<file path="config.mk">
export PLATFORM = sky130hd
export DESIGN_NAME = irq_sequencer
export DESIGN_NICKNAME = d
export VERILOG_FILES = /design/src/rtl/irq_sequencer_pkg.sv /design/src/rtl/irq_prio_enc.sv /design/src/rtl/irq_sequencer.sv
export SDC_FILE = /design/constraint.sdc
export NUM_CORES = 1
export LEC_CHECK = 0
export CAP_MARGIN = 20
export CORE_MARGIN = 4
export CORE_UTILIZATION = 43
export DETAILED_ROUTE_END_ITERATION = 7
export GPL_TIMING_DRIVEN = 0
export PLACE_DENSITY = 0.83
export SLEW_MARGIN = 20
export SYNTH_ARGS = -nofsm -noshare
export SYNTH_HDL_FRONTEND = slang
export SYNTH_SLANG_ARGS = --single-unit
</file>
<file path="constraint.sdc">
create_clock -name i_clk -period 1.85 [get_ports i_clk]
set_clock_uncertainty 0.2 [all_clocks]
set_input_delay 0.37 -clock i_clk [delete_from_list [all_inputs] [get_ports i_clk]]
set_output_delay 0.37 -clock i_clk [all_outputs]
set_load 0.005 [all_outputs]
</file>
<file path="src/rtl/irq_sequencer_pkg.sv">
// rtl/irq_sequencer_pkg.sv - shared state encoding, id width and vector helper for irq_sequencer
package irq_sequencer_pkg;

    localparam int IRQ_IDW = 4;

    typedef enum logic [1:0] {
        IRQ_ST_IDLE = 2'd0,
        IRQ_ST_TAKE = 2'd1,
        IRQ_ST_SAVE = 2'd2,
        IRQ_ST_ISR  = 2'd3
    } irq_state_e;

    // Vector slot address; 16-bit arithmetic, wraps on overflow.
    function automatic logic [15:0] irq_vec_addr(
        input logic [15:0]         base,
        input logic [IRQ_IDW-1:0]  id,
        input int                  shift
    );
        irq_vec_addr = base + (16'(id) << shift);
    endfunction

endpackage

</file>
<file path="src/rtl/irq_prio_enc.sv">
// rtl/irq_prio_enc.sv - combinational lowest-index-first priority encoder
module irq_prio_enc
    import irq_sequencer_pkg::*;
#(
    parameter int N_IRQ = 8
) (
    input  logic [N_IRQ-1:0]   i_eligible,
    output logic               o_valid,
    output logic [IRQ_IDW-1:0] o_id
);

    // Scan from the top down so the lowest set index is the last writer.
    always_comb begin
        o_valid = 1'b0;
        o_id    = '0;
        for (int k = N_IRQ - 1; k >= 0; k--) begin
            if (i_eligible[k]) begin
                o_valid = 1'b1;
                o_id    = IRQ_IDW'(k);
            end
        end
    end

endmodule

</file>
<file path="src/rtl/irq_sequencer.sv">
// rtl/irq_sequencer.sv - edge-latched, masked interrupt sequencer with take/save handshake
module irq_sequencer
    import irq_sequencer_pkg::*;
#(
    parameter int          N_IRQ      = 8,
    parameter logic [15:0] VEC_BASE   = 16'h0020,
    parameter int          VEC_STRIDE = 4
) (
    input  logic               i_clk,
    input  logic               i_rst_n,
    input  logic [N_IRQ-1:0]   i_irq,
    input  logic               i_exec_ce,
    input  logic               i_imm_pre,
    input  logic               i_is_reti,
    input  logic               i_mask_we,
    input  logic [N_IRQ-1:0]   i_mask_d,
    output logic               o_irq_take,
    output logic               o_irq_save,
    output logic [15:0]        o_irq_vector,
    output logic               o_stall,
    output logic               o_in_isr,
    output logic [IRQ_IDW-1:0] o_active_id,
    output logic [N_IRQ-1:0]   o_pending
);

    localparam int VEC_SHIFT = $clog2(VEC_STRIDE);

    irq_state_e state, state_nxt;

    logic [N_IRQ-1:0]   irq_q;
    logic [N_IRQ-1:0]   pending;
    logic [N_IRQ-1:0]   mask;
    logic [N_IRQ-1:0]   rise;
    logic [N_IRQ-1:0]   eligible;
    logic [N_IRQ-1:0]   take_clr;
    logic               sel_valid;
    logic [IRQ_IDW-1:0] sel_id;
    logic               take_go;
    logic               isr_set;
    logic               isr_clr;

    assign rise     = i_irq & ~irq_q;
    assign eligible = pending & mask;

    irq_prio_enc #(
        .N_IRQ (N_IRQ)
    ) u_prio (
        .i_eligible (eligible),
        .o_valid    (sel_valid),
        .o_id       (sel_id)
    );

    always_ff @(posedge i_clk or negedge i_rst_n) begin
        if (!i_rst_n) begin
            state <= IRQ_ST_IDLE;
        end else begin
            state <= state_nxt;
        end
    end

    always_comb begin
        state_nxt = state;
        take_go   = 1'b0;
        isr_set   = 1'b0;
        isr_clr   = 1'b0;
        case (state)
            IRQ_ST_IDLE: begin
                if (sel_valid && i_exec_ce && !i_imm_pre && !o_in_isr) begin
                    state_nxt = IRQ_ST_TAKE;
                    take_go   = 1'b1;
                end
            end
            IRQ_ST_TAKE: state_nxt = IRQ_ST_SAVE;
            IRQ_ST_SAVE: begin
                state_nxt = IRQ_ST_ISR;
                isr_set   = 1'b1;
            end
            IRQ_ST_ISR: begin
                if (i_exec_ce && i_is_reti) begin
                    state_nxt = IRQ_ST_IDLE;
                    isr_clr   = 1'b1;
                end
            end
            default: state_nxt = IRQ_ST_IDLE;
        endcase
    end

    // Only the line latched at take time is cleared, and only during TAKE.
    always_comb begin
        take_clr = '0;
        for (int k = 0; k < N_IRQ; k++) begin
            take_clr[k] = (state == IRQ_ST_TAKE) && (o_active_id == IRQ_IDW'(k));
        end
    end

    // A fresh edge in the clearing cycle wins over the clear.
    always_ff @(posedge i_clk or negedge i_rst_n) begin
        if (!i_rst_n) begin
            irq_q   <= '0;
            pending <= '0;
            mask    <= '0;
        end else begin
            irq_q   <= i_irq;
            pending <= (pending & ~take_clr) | rise;
            if (i_mask_we) begin
                mask <= i_mask_d;
            end
        end
    end

    always_ff @(posedge i_clk or negedge i_rst_n) begin
        if (!i_rst_n) begin
            o_active_id  <= '0;
            o_irq_vector <= '0;
        end else if (take_go) begin
            o_active_id  <= sel_id;
            o_irq_vector <= irq_vec_addr(VEC_BASE, sel_id, VEC_SHIFT);
        end
    end

    always_ff @(posedge i_clk or negedge i_rst_n) begin
        if (!i_rst_n) begin
            o_in_isr <= 1'b0;
        end else if (isr_set) begin
            o_in_isr <= 1'b1;
        end else if (isr_clr) begin
            o_in_isr <= 1'b0;
        end
    end

    assign o_irq_take = (state == IRQ_ST_TAKE);
    assign o_irq_save = (state == IRQ_ST_SAVE);
    assign o_stall    = o_irq_take | o_irq_save;
    assign o_pending  = pending;

endmodule

</file>
==> results.md <==
- For this run, the post-layout net count is approximately 240.
- The total of warnings raised by yosys is 0.
- The average cell area after synthesis is between 10 and 15 um2.
- The run finished with clean final reports.
- The total met2 wirelength after detailed routing is 1900 um.
- The critical path is of the reg2out type.
- STA classifies the critical path startpoint as a flip-flop.
- For this design the static power due to leakage is ~1.1 nW.
- The critical register-to-register path endpoint is o_active_id[0]$_DFFE_PN0P_.
- The initial DRC count is 29.
- Prior to clock tree synthesis, the placed netlist has a worst setup slack of -0.202 ns.
- The number of buffers added by the clock tree synthesis step is 5.
- The clock tree from TritonCTS is yes.
- The via count of the first global-routing pass is about 1300.
- In this run, synthesis inferred 0 flip-flops with an integrated enable.
- The most used flip-flop cell after synthesis is dfrtp_1.
- The core region is 0.00339 mm2.
- The final period utilization is approximately 97%.
- The total global routing track utilization is about 18%.
- The detailed-route DRC error count is 0.
- The routed design uses around 320 um of met3 wire.
- The classification of the worst-slack hold path is reg2reg.
- The final antenna-violating net count is 0.
- The final estimated routing congestion in global placement is roughly 0.89.
- The routed layout has between 1000 and 1500 vias.
- The global route total overflow is 0.
- The cell row count is 21.
- The initial cell density of the core is ~45%.
- The final max-slew violation count is 0.
- In this run the tool buffered the top-level ports with 39 buffer cells.
- STA puts the critical path data required time at 1.28 ns.
- The fraction of registers with async set or reset after synthesis is 100%.
- In this run the power spent charging and discharging nets is a little over 0.001 W.
- The hold violation count in the final report was 0.
- Counting every instance in the synthesized netlist gives 137.
- The average detailed-routed wire length per instance is 14.3 um.
- The top cell types in the final layout, fill and taps aside, are 33 x buf_4, 30 x clkdlybuf4s50_1, 26 x dfrtp_1.
- Setup repair after global routing could not meet its margin everywhere.
- The data arrival at the endpoint of the critical path is approximately 1.2 ns.
- VDD sags by at most between 0.8 and 0.9 mV.
- The number of cells on the worst hold path is 1.
- In the routed layout, each cell is associated on average with a via count of just under 5.
- The net switching share of the total power is 33.9%.
- The floorplan step defined a die boundary enclosing approximately 0.0046 mm2.
- Summed over all layers, the routed wires come to between 3000 and 4000 um.
- The core occupancy in the finished layout is between 60% and 70%.
- The count of antenna diodes in the layout is 0.
- After the flow finishes, the layout carries non-filler instances totaling ~260.
- The layout overhead on the synthesized area is 49.1%.
- The half-perimeter wire length of the detailed placement result is between 2000 and 2500 um.
- The number of levels the H-tree was split into is 2.
- Entering global routing, the biggest net connects 32 pins.
- The startpoint identified for the worst hold timing path is irq_q[6]$_DFF_PN0_.
- The worst setup path is captured at a primary output.
- The relative max-transition margin is roughly 56%.
- The count of distinct cell types in the synthesized netlist is 31.
- The initial antenna violation count is 0.
- Among the stages of the critical path, the cell type that occurs most often is buf_6.
- In this run the horizontal extent of the chip is about 68 um.
- The slew at the pin closest to its max-slew limit is ~0.66 ns.
- For hold timing, the worst endpoint is o_pending[6]$_DFF_PN0_.
- For the finished layout, the period the worst path requires is between 1.5 and 2 ns.
- The mapped netlist covers ~0.0015 mm2.
- The beginning of the worst register-to-register path is o_pending[5]$_DFF_PN0_.
- The share of power burned in registers is ~32%.
- The largest individual stage delay along the critical path comes from the cell dfrtp_1.
- Summed over all failing endpoints, the final setup total negative slack is 0 ns.
- The tool flagged a number of max-cap violations equal to 0.
- The tree is rooted in a clkbuf_4.
- The post-route standard cell area excluding fillers is around 0.0023 mm2.
- The detailed router put a total of around 1500 um of wire on met1.
- The slack of the worst reg-to-reg path is around 0.07 ns.
- For this run, the register share of the synthesized area comes to 50.3%.
- The flop and latch count out of synthesis is 31.
- The highest signal layer in the routed design is met4.
- The vertical die dimension is 67.9 um.
- The clock drives 31 sinks.
- Setup slack closes at 0.0464 ns.
- After detailed placement, the design holds a cell count of between 200 and 250.
- The internal power component is between 0.002 and 0.0025 W.
- between 50 and 60 I/O pins were placed.
- Cells with a size suffix above 1 make up between 30% and 40% of the layout.
- The clock-pin slew of the registers on the worst-case setup and hold paths is ~0.1 ns.
- The share of total power dissipated in combinational logic is 50.0%.
- The first global-routing pass estimated 5870 um of wire.
- The highest net fanout along the worst path is 3.
- Leaving out fill and tap cells, the most frequent cell in the layout is buf_4.
- The pre-antenna-repair detailed-routing pass consisted of 4 iterations.
- The depth of the worst register-to-register path is 6.
- Static timing analysis puts the maximum clock frequency at between 0.5 and 0.6 GHz.
- Walking the worst path, the cells encountered are inv_2, buf_6, ha_4, buf_6.
- The cell area after placement is around 0.002 mm2.
- The final count of negative-setup-slack endpoints is 0.
- In this design, the stage delay of the slowest critical-path cell is between 0.4 and 0.5 ns.
- The number of buffers on the longest clock path is 2.
- In this run the power density over the cells is roughly 1300 mW/mm2.
- The insertion delay of the later-clocked pin in the worst-skew pair is roughly 0.33 ns.
- The share of power burned in the clock network is between 15 and 20%.
==> metrics by stage <==
step                      hold WS (ns)  power, W
after floorplan                 -0.126   0.00159
after global placement           0.202   0.00213
after detailed placement         0.211   0.00217
after CTS                        0.225   0.00301
after global routing             0.239   0.00325
final                            0.220   0.00307
==> state kept, by name, indices dropped and copies added, names as in the netlist <==
signal,count
o_irq_vector,2
o_active_id,2
irq_q,8
o_pending,8
o_in_isr,1
mask,8
state,2
==> Yosys cell counts (2+ instances only) <==
library cell	instances	share of area, %
mux2_2	8	5.8
nand3_1	5	1.6
buf_4	16	7.8
nand2b_1	3	1.2
ha_1	5	4.1
o21ai_0	15	4.9
a22oi_2	2	1.6
nor2_1	3	0.73
nand2_1	10	2.4
a22oi_4	2	2.8
dfrtp_1	31	50
a21oi_1	4	1.3
inv_1	12	2.9
o211ai_1	2	0.97
mux2_4	2	1.9
o31ai_1	2	0.97
==> critical path, delay by kind of cell (launching register included) <==
| kind | cells | cell delay [ns] |
|---|---|---|
| adders and majority gates | 1 | 0.16 |
| buffers and inverters | 3 | 0.32 |
| DFF | 1 | 0.42 |
==> routing by layer <==
| layer | vias to the layer above | global-route usage, % |
|---|---|---|
| met5 | - | 0 |
| met4 | 0 | 5.46 |
| met3 | 6 | 6.73 |
| met2 | 60 | 31.6 |
| met1 | 609 | 19.6 |
| li1 | 600 | - |
==> power by group through the flow <==
stage / registers [W] / logic [W] / clock network (W)
2_1_floorplan: 0.00103 / 0.000564 / 0
3_3_place_gp: 0.00107 / 0.00106 / 0
3_5_place_dp: 0.00108 / 0.00109 / 0
4_1_cts: 0.000974 / 0.00147 / 0.000559
5_1_grt: 0.00100 / 0.00166 / 0.000596
6_report: 0.000982 / 0.00153 / 0.000551
==> cell type report <==
cell class,count,area [um2]
buffer,17,124
multi-input combinational,89,669
timing repair buffer,59,534
clock inverter,2,35.0
sequential,31,782
tap,46,57.6
inverter,12,45.0
clock buffer,6,51.3
fill,251,1090
==> timing repair <==
action                                  CTS  global route
resized for setup                        24             5
buffers inserted                         17             2
endpoints found under the hold margin    31             0
endpoints found under the setup margin   18             4
pin swaps                                 0             0
hold buffers                              1             0
==> worst max path at each step <==
stage | startpoint | to | slack, ns | depth (start not counted)
detailed placement | i_exec_ce | o_active_id[0]$_DFFE_PN0P_ | -0.20 | 5
finish | state[1]$_DFFE_PN0P_ | o_irq_take | 0.05 | 4
global placement | i_rst_n | mask[1]$_DFFE_PN0P_ | -0.31 | 1
floorplan | state[0]$_DFFE_PN0P_ | o_active_id[0]$_DFFE_PN0P_ | 0.32 | 5
CTS | state[1]$_DFFE_PN0P_ | o_irq_take | -0.008 | 4
global route | state[1]$_DFFE_PN0P_ | o_irq_take | -0.004 | 4
==> cells by family after synthesis <==
group / after synthesis / synth area share (%)
other: 1 / 0.243
DFF: 31 / 50.3
AOI/OAI and AO/OA: 33 / 15.7
buffers and inverters: 29 / 11.0
and+or+nand+nor: 28 / 11.0
adders and majority gates: 5 / 4.06
muxes: 10 / 7.79
Power figures use the tool's default switching activity.
